`config.mk`:
```
export PLATFORM = sky130hd
export DESIGN_NAME = mmio_timer
export DESIGN_NICKNAME = d
export VERILOG_FILES = /design/src/rtl/timer_pkg.sv /design/src/rtl/timer_channel.sv /design/src/rtl/mmio_timer.sv
export SDC_FILE = /design/constraint.sdc
export NUM_CORES = 1
export LEC_CHECK = 0
export ABC_AREA = 1
export BUFFER_PORTS_ARGS = -buffer_cell sky130_fd_sc_hd__buf_2
export CAP_MARGIN = 5
export CORE_MARGIN = 3
export CORE_UTILIZATION = 55
export CTS_BUF_LIST = sky130_fd_sc_hd__clkbuf_8
export CTS_CLUSTER_DIAMETER = 150
export DETAILED_ROUTE_END_ITERATION = 10
export GPL_TIMING_DRIVEN = 0
export PLACE_DENSITY = 0.83
export SLEW_MARGIN = 20
export SYNTH_ARGS = -nofsm -noshare
export SYNTH_HDL_FRONTEND = slang
export SYNTH_HIERARCHICAL = 1
export SYNTH_SLANG_ARGS = --single-unit
```
`constraint.sdc`:
```
create_clock -name clk -period 2.95 [get_ports clk]
set_clock_uncertainty 0.05 [all_clocks]
set_input_delay 0.59 -clock clk [delete_from_list [all_inputs] [get_ports clk]]
set_output_delay 0.59 -clock clk [all_outputs]
set_load 0.05 [all_outputs]
```
`src/rtl/timer_pkg.sv`:
```
// rtl/timer_pkg.sv - register map constants shared by the timer top and channels
package timer_pkg;

    localparam int          CH_STRIDE = 16;
    localparam logic [11:0] OFF_CYCLE = 12'h100;

    localparam int CTRL_EN     = 0;
    localparam int CTRL_AUTO   = 1;
    localparam int CTRL_IE     = 2;
    localparam int CTRL_STATUS = 3;

    // Register select is offset[3:2] inside a channel's 16-byte window
    typedef enum logic [1:0] {
        REG_CTRL     = 2'd0,
        REG_LOAD     = 2'd1,
        REG_COUNT    = 2'd2,
        REG_PRESCALE = 2'd3
    } reg_sel_e;

endpackage

```
`src/rtl/timer_channel.sv`:
```
// rtl/timer_channel.sv - one down-counting timer channel with prescaler and expiry interrupt
module timer_channel
    import timer_pkg::*;
#(
    parameter int WIDTH      = 32,
    parameter int PRESCALE_W = 8
) (
    input  logic        clk,
    input  logic        reset,
    input  logic        wr_en,
    input  reg_sel_e    reg_sel,
    input  logic [31:0] wdata,
    output logic [31:0] rdata,
    output logic        irq
);

    logic                  en;
    logic                  auto_rl;
    logic                  ie;
    logic                  status;
    logic [WIDTH-1:0]      load;
    logic [WIDTH-1:0]      count;
    logic [PRESCALE_W-1:0] prescale;
    logic [PRESCALE_W-1:0] pcnt;

    logic wr_ctrl;
    logic wr_load;
    logic wr_count;
    logic wr_prescale;
    logic tick;
    logic tick_live;
    logic expire;

    assign wr_ctrl     = wr_en && (reg_sel == REG_CTRL);
    assign wr_load     = wr_en && (reg_sel == REG_LOAD);
    assign wr_count    = wr_en && (reg_sel == REG_COUNT);
    assign wr_prescale = wr_en && (reg_sel == REG_PRESCALE);

    // A CTRL write that clears EN swallows a tick landing on the same edge
    assign tick      = en && (pcnt == prescale);
    assign tick_live = tick && !(wr_ctrl && !wdata[CTRL_EN]);
    assign expire    = tick_live && (count == '0);

    always_ff @(posedge clk or negedge reset) begin
        if (!reset) begin
            en       <= 1'b0;
            auto_rl  <= 1'b0;
            ie       <= 1'b0;
            status   <= 1'b0;
            load     <= '0;
            count    <= '0;
            prescale <= '0;
            pcnt     <= '0;
        end else begin
            if (wr_ctrl && wdata[CTRL_EN] && !en) begin
                pcnt <= '0;
            end else if (en) begin
                pcnt <= tick ? '0 : pcnt + PRESCALE_W'(1);
            end

            if (wr_count) begin
                count <= wdata[WIDTH-1:0];
            end else if (expire) begin
                if (auto_rl) begin
                    count <= load;
                end
            end else if (tick_live) begin
                count <= count - WIDTH'(1);
            end

            // Expiry set beats a same-cycle write-1-to-clear
            if (expire) begin
                status <= 1'b1;
            end else if (wr_ctrl && wdata[CTRL_STATUS]) begin
                status <= 1'b0;
            end

            if (wr_ctrl) begin
                en      <= wdata[CTRL_EN];
                auto_rl <= wdata[CTRL_AUTO];
                ie      <= wdata[CTRL_IE];
            end else if (expire && !auto_rl) begin
                en <= 1'b0;
            end

            if (wr_load) begin
                load <= wdata[WIDTH-1:0];
            end
            if (wr_prescale) begin
                prescale <= wdata[PRESCALE_W-1:0];
            end
        end
    end

    always_comb begin
        rdata = '0;
        case (reg_sel)
            REG_CTRL:     rdata = {28'd0, status, ie, auto_rl, en};
            REG_LOAD:     rdata = 32'(load);
            REG_COUNT:    rdata = 32'(count);
            REG_PRESCALE: rdata = 32'(prescale);
            default:      rdata = '0;
        endcase
    end

    assign irq = status && ie;

endmodule

```
`src/rtl/mmio_timer.sv`:
```
// rtl/mmio_timer.sv - memory-mapped multi-channel timer with free-running cycle counter
module mmio_timer
    import timer_pkg::*;
#(
    parameter int          WIDTH      = 32,
    parameter int          NUM_CH     = 2,
    parameter int          PRESCALE_W = 8,
    parameter logic [31:0] BASE_ADDR  = 32'h40000000
) (
    input  logic        clk,
    input  logic        reset,
    input  logic [31:0] Address,
    input  logic        MemRead,
    input  logic        MemWrite,
    input  logic [31:0] Write_data,
    output logic [31:0] Read_data,
    output logic        irq
);

    logic             hit;
    logic [11:0]      offset;
    logic             ch_hit;
    logic             cyc_hit;
    logic [2:0]       ch_idx;
    reg_sel_e         reg_sel;
    logic [WIDTH-1:0] cycle;

    logic [31:0]       ch_rdata [NUM_CH];
    logic [NUM_CH-1:0] ch_irq;

    assign hit     = (Address[31:12] == BASE_ADDR[31:12]);
    assign offset  = Address[11:0];
    assign ch_hit  = hit && (offset < 12'(CH_STRIDE * NUM_CH)) && (offset[1:0] == 2'b00);
    assign cyc_hit = hit && (offset == OFF_CYCLE);
    assign ch_idx  = offset[6:4];
    assign reg_sel = reg_sel_e'(offset[3:2]);

    for (genvar i = 0; i < NUM_CH; i++) begin : g_ch
        timer_channel #(
            .WIDTH      (WIDTH),
            .PRESCALE_W (PRESCALE_W)
        ) u_ch (
            .clk     (clk),
            .reset   (reset),
            .wr_en   (MemWrite && ch_hit && (ch_idx == 3'(i))),
            .reg_sel (reg_sel),
            .wdata   (Write_data),
            .rdata   (ch_rdata[i]),
            .irq     (ch_irq[i])
        );
    end

    // Read-only; bus writes to its offset fall through the decode
    always_ff @(posedge clk or negedge reset) begin
        if (!reset) begin
            cycle <= '0;
        end else begin
            cycle <= cycle + WIDTH'(1);
        end
    end

    always_comb begin
        Read_data = '0;
        if (MemRead) begin
            if (cyc_hit) begin
                Read_data = 32'(cycle);
            end else if (ch_hit) begin
                for (int i = 0; i < NUM_CH; i++) begin
                    if (ch_idx == 3'(i)) begin
                        Read_data = ch_rdata[i];
                    end
                end
            end
        end
    end

    assign irq = |ch_irq;

endmodule

```
Word level (Yosys, flattened, before mapping)

Cells that the tools add are included.

Reductions and logical operators: 55
Multiplexer cells: 29
$lt $le $gt $ge: 1
Equality and inequality tests: 10
Add/subtract/negate cells: 5

Operators with widths:

| operator                                                              | count |
|---|---|
| 32-bit 2-to-1 mux                                                     | 13 |
| 32-bit one-hot mux with 4 select lines                                | 2 |
| 32-bit zero test                                                      | 2 |
| 32-bit by 1-bit subtractor with 32-bit output, second input constant  | 2 |
| 8-bit 2-to-1 mux                                                      | 6 |
| 32-bit by 1-bit adder with 32-bit output, second input constant       | 1 |
| 1-bit logical AND                                                     | 32 |
| 20-bit by 19-bit == test with 1-bit output, second input constant     | 1 |
| 8-bit by 1-bit adder with 8-bit output, second input constant         | 2 |
| 8-bit == test                                                         | 2 |
| 12-bit by 9-bit == test with 1-bit output, second input constant      | 1 |
| 12-bit by 6-bit < comparator with 1-bit output, second input constant | 1 |
| 2-bit nonzero test                                                    | 6 |
| 1-bit 2-to-1 mux                                                      | 8 |
| 1-bit zero test                                                       | 7 |
| 3-bit by 1-bit != test with 1-bit output, second input constant       | 2 |
| 3-bit nonzero test                                                    | 2 |
| 2-bit == test, second input constant                                  | 2 |
| 2-bit zero test                                                       | 2 |
| 2-bit AND reduction                                                   | 2 |
| 3-bit by 1-bit == test with 1-bit output, second input constant       | 1 |
| 3-bit zero test                                                       | 1 |
| 2-bit by 1-bit == test with 1-bit output, second input constant       | 1 |
| 2-bit OR reduction                                                    | 1 |

Bits in registers: 200
Input bits: 68
Word-level logic and storage cells: 117

Longest topological paths before layout

Depth in word-level cells: 13
Gate-level depth with buffers: 18
Gate-level depth less buffers: 15

By module

Netlist, hierarchy kept.

By module, submodules not included:

| module                        | area an instance (um^2) | cells an instance | instances |
|---|---|---|---|
| timer_channel at g_ch[0].u_ch | 5619.1                  | 824               | 1 |
| timer_channel at g_ch[1].u_ch | 5489.0                  | 817               | 1 |
| mmio_timer                    | 3200.6                  | 559               | 1 |

Least setup slack after synthesis

No wires, ideal clock.

Kind: input port to output port
Start: input Address[2]
End: output Read_data[27]
Cell stages on the path: 12
Data arrival time: 2.388 ns
Required time: 2.310 ns
Buffers on the path: 2
Slack: -0.078 ns
Path through: inv_1 -> nor2_1 -> clkbuf_1 -> inv_1 -> clkbuf_1 -> o22ai_1 -> nand3_1 -> nand2_1 -> nand3_1 -> nand2_1 -> inv_1 -> nor2_1

RTL lines:

| item            | line             | RTL |
|---|---|---|
| start, declared | mmio_timer.sv:12 | `input logic [31:0] Address,` |
| end, declared   | mmio_timer.sv:16 | `output logic [31:0] Read_data,` |

==> results.json <==
{
  "min_period_over_period": 0.9998,
  "final_util": 0.6667,
  "worstHoldStart": "Write_data[12]",
  "grt_use_met2": 0.5549,
  "power_density_mw_per_mm2": 294.1,
  "setup_viol": 0,
  "syn-cell-area_mm2": 0.01431,
  "relSlewSlack": 0.5375,
  "grt_first_pass_wirelength_um": 80070,
  "syn_avg_cell_area_um2": 6.504,
  "io_buffers": 100,
  "max_freq_mhz": 339.1,
  "endpoint_kind": "primary output",
  "grt_use_met1": 0.4848,
  "dp_cells": 2632,
  "syn2layout_area_growth_pct": 18.35,
  "synth.area.top_cells": "dfrtp_1 (35%), nand2_1 (19%), nand3_1 (9.2%)",
  "grt.total_usage": 0.3604,
  "yosysTopAreaCell": "dfrtp_1",
  "hpwl_um": 38940,
  "setup-tns-final_ns": 0,
  "startpoint_type": "primary input",
  "synth_top_area_share": 0.3498,
  "drive_above_1_share": 0.1720,
  "path_clk_slew_ns": 0.10,
  "grt_max_degree": 100,
  "path_class": "primary input to primary output",
  "drt-initial-drc-count": 2262,
  "ir_drop_mv": 0.2538,
  "grt_use_met3": 0.08310,
  "r2r_start": "g_ch[1].u_ch/count[0]$_DFFE_PN0P_",
  "p_total_mw": 4.980,
  "cp.required_ns": 2.31,
  "first_pass_iters": 6,
  "rrSetupSlack_ns": 0.10,
  "ys_ff_latch": 200,
  "synth_nets": 2273,
  "nFillCells": 2261,
  "status": "complete, no violations",
  "yosys.cell_types.count": 39,
  "routabilityCongestion": 1.026,
  "cts_tree": "yes",
  "io_pins": 101,
  "die_area_mm2": 0.02799,
  "chipHeight_um": 167.3,
  "cts_sinks": 200,
  "grt_most_used_layer": "met2",
  "period_needed_ns": 2.949,
  "coreArea_mm2": 0.02540,
  "cp_data_arrival_time_ns": 2.31,
  "die_w_um": 167.3,
  "critPathMaxFanout": 8,
  "htreeDepth": 4,
  "final_max_slew_viol_count": 0,
  "nets": 2415,
  "grt_overflow": 0,
  "drv_cap": 0,
  "ys_seq_area_frac": 0.3498,
  "netlist_instances": 2200,
  "holdPathStages": 3,
  "drcViolationCount": 0,
  "wl_per_cell_um": 19.24,
  "ys_warn_count": 6,
  "worst_pin_slew_ns": 0.6937,
  "cts_buffers": 17,
  "rsz0062_at_grt": "yes",
  "rr_endpoint": "g_ch[1].u_ch/count[26]$_DFFE_PN0P_",
  "vias": 15690,
  "cts_root_buf": "clkbuf_8",
  "routed_wirelength_um": 51680,
  "hold_path_end": "g_ch[0].u_ch/count[12]$_DFFE_PN0P_",
  "reg2reg_depth": 10,
  "viasPerCell": 5.840,
  "initial_core_util": 0.5633,
  "first_global_vias": 14900,
  "hold_violations": 0,
  "clock_latency_ns": 0.49,
  "postRouteAntennaNets": 0,
  "clk_path_buf_depth": 2,
  "p_leak_nw": 8.854,
  "final_cell_count_no_fill": 2686,
  "hold_class": "primary input to flip-flop",
  "num_rows": 58,
  "antenna_found_initial": 1
}
layout by cell type, fill, tap and decap left out, types with 18 or more instances in the layout:
cell / count
nor2_4: 22
clkbuf_1: 19
o21ai_0: 68
nor3_1: 27
xor2_1: 70
buf_4: 25
nand2_1: 718
dfrtp_1: 200
nand3_2: 18
mux2_2: 24
buf_2: 89
nor2_2: 35
inv_1: 266
nor2_1: 195
nand4_1: 51
clkbuf_8: 19
nand3_1: 254
buf_6: 38
a21oi_1: 28
repair_timing:
action,in CTS,in global routing
hold endpoints to repair,13,0
hold buffers,1,0
pin swaps,9,34
gates resized for setup,153,146
buffers inserted,13,7
gates cloned,1,1
endpoints found under the setup margin,164,119
metrics by stage:
stage / cell area [µm²] / hold slack [ns] / setup WS [ns]
4_1_cts: 16370 / 0.3485 / 0.001990
3_3_place_gp: 15270 / 0.4100 / -2.188
5_1_grt: 16930 / 0.3724 / -0.06215
3_5_place_dp: 15340 / 0.3703 / -1.243
6_report: 16930 / 0.3796 / 0.0006890
2_1_floorplan: 14360 / 0.2444 / 0.004857
routing by layer:
metal,vias to the layer above,share of wire
met5,-,0
met2,943,0.44
li1,7263,-
met1,7306,0.39
met3,173,0.12
met4,0,0.051
worst max-delay path: stages:
cell and delay [ns]:
buf_12 0.12, buf_6 0.11, nor2_4 0.14, clkinvlp_4 0.12, buf_12 0.15, buf_12 0.14
o22ai_4 0.21, nand2_2 0.09, nand2_1 0.08, nand3_1 0.07, nand2_1 0.07, inv_1 0.05
nor2_2 0.15, buf_6 0.18
cells in the mapped netlist:
library cell / number
a21oi_1: 28
and2_1: 2
buf_1: 6
buf_2: 19
buf_4: 8
buf_6: 10
clkbuf_1: 44
clkinv_1: 1
dfrtp_1: 200
ha_1: 5
inv_1: 274
inv_2: 10
mux2_2: 24
nand2_1: 734
nand2_2: 3
nand2_4: 1
nand3_1: 264
nand3_2: 9
nand3_4: 1
nand3b_1: 9
nand4_1: 51
nor2_1: 227
nor2_2: 17
nor2_4: 8
nor2_8: 1
nor3_1: 28
nor3_2: 1
nor3_4: 2
nor3b_2: 1
o2111ai_1: 4
o21ai_0: 95
o21ai_1: 1
o221ai_1: 8
o22ai_1: 25
o32ai_1: 4
or2_1: 1
or2_2: 1
xnor2_1: 3
xor2_1: 70
cells by family (layout without fill, tap and decap cells):
| family | Yosys count | count (layout) | share of synthesized area |
|---|---|---|---|
| DFF | 200 | 200 | 0.3498 |
| other | 0 | 2 | 0 |
| muxes | 24 | 24 | 0.01889 |
| and+or+nand+nor | 1361 | 1361 | 0.4116 |
| xor gates and xnor gates | 73 | 73 | 0.04468 |
| AOI/OAI and AO/OA | 165 | 165 | 0.06410 |
| buffers and inverters | 372 | 526 | 0.1066 |
| adders and majority gates | 5 | 5 | 0.004372 |
registers in the layout, summed over array words and instances (netlist names):
register and cells:
g_ch.u_ch/pcnt 16, g_ch.u_ch/load 64, cycle 32, g_ch.u_ch/ie 2, g_ch.u_ch/prescale 16, g_ch.u_ch/en 2, g_ch.u_ch/count 64, g_ch.u_ch/auto_rl 2
g_ch.u_ch/status 2
report_power, final:
group          internal, mW  switching, mW
clock network         0.702           1.13
logic                 0.125          0.283
registers              2.74   0.0000000165
total                  3.57           1.41
area by class of cell:
type                       instances  area, µm²  area share
inverter                         285       1087     0.06421
clock buffer                      17      234.0     0.01382
multi-input combinational       1628       8428      0.4977
buffer                            85      586.8     0.03465
timing repair buffer             125       1012     0.05978
sequential                       200       5005      0.2956
antenna                            2      5.005   0.0002956
clock inverter                    14      162.7    0.009605
tap                              330      412.9     0.02438
how the worst max path moves through the flow:
| stage | from | end | slack (ns) | cells after the start |
|---|---|---|---|---|
| 4_1_cts | Address[3] | Read_data[3] | 0.002 | 13 |
| 6_report | Address[2] | Read_data[11] | 0.0007 | 14 |
| 3_3_place_gp | reset | g_ch[0].u_ch/load[11]$_DFFE_PN0P_ | -2.19 | 1 |
| 2_1_floorplan | Address[3] | Read_data[20] | 0.005 | 11 |
| 3_5_place_dp | Address[29] | g_ch[0].u_ch/count[13]$_DFFE_PN0P_ | -1.24 | 16 |
| 5_1_grt | Address[2] | Read_data[5] | -0.06 | 13 |
Note: power is estimated with default switching activity, not from simulation.
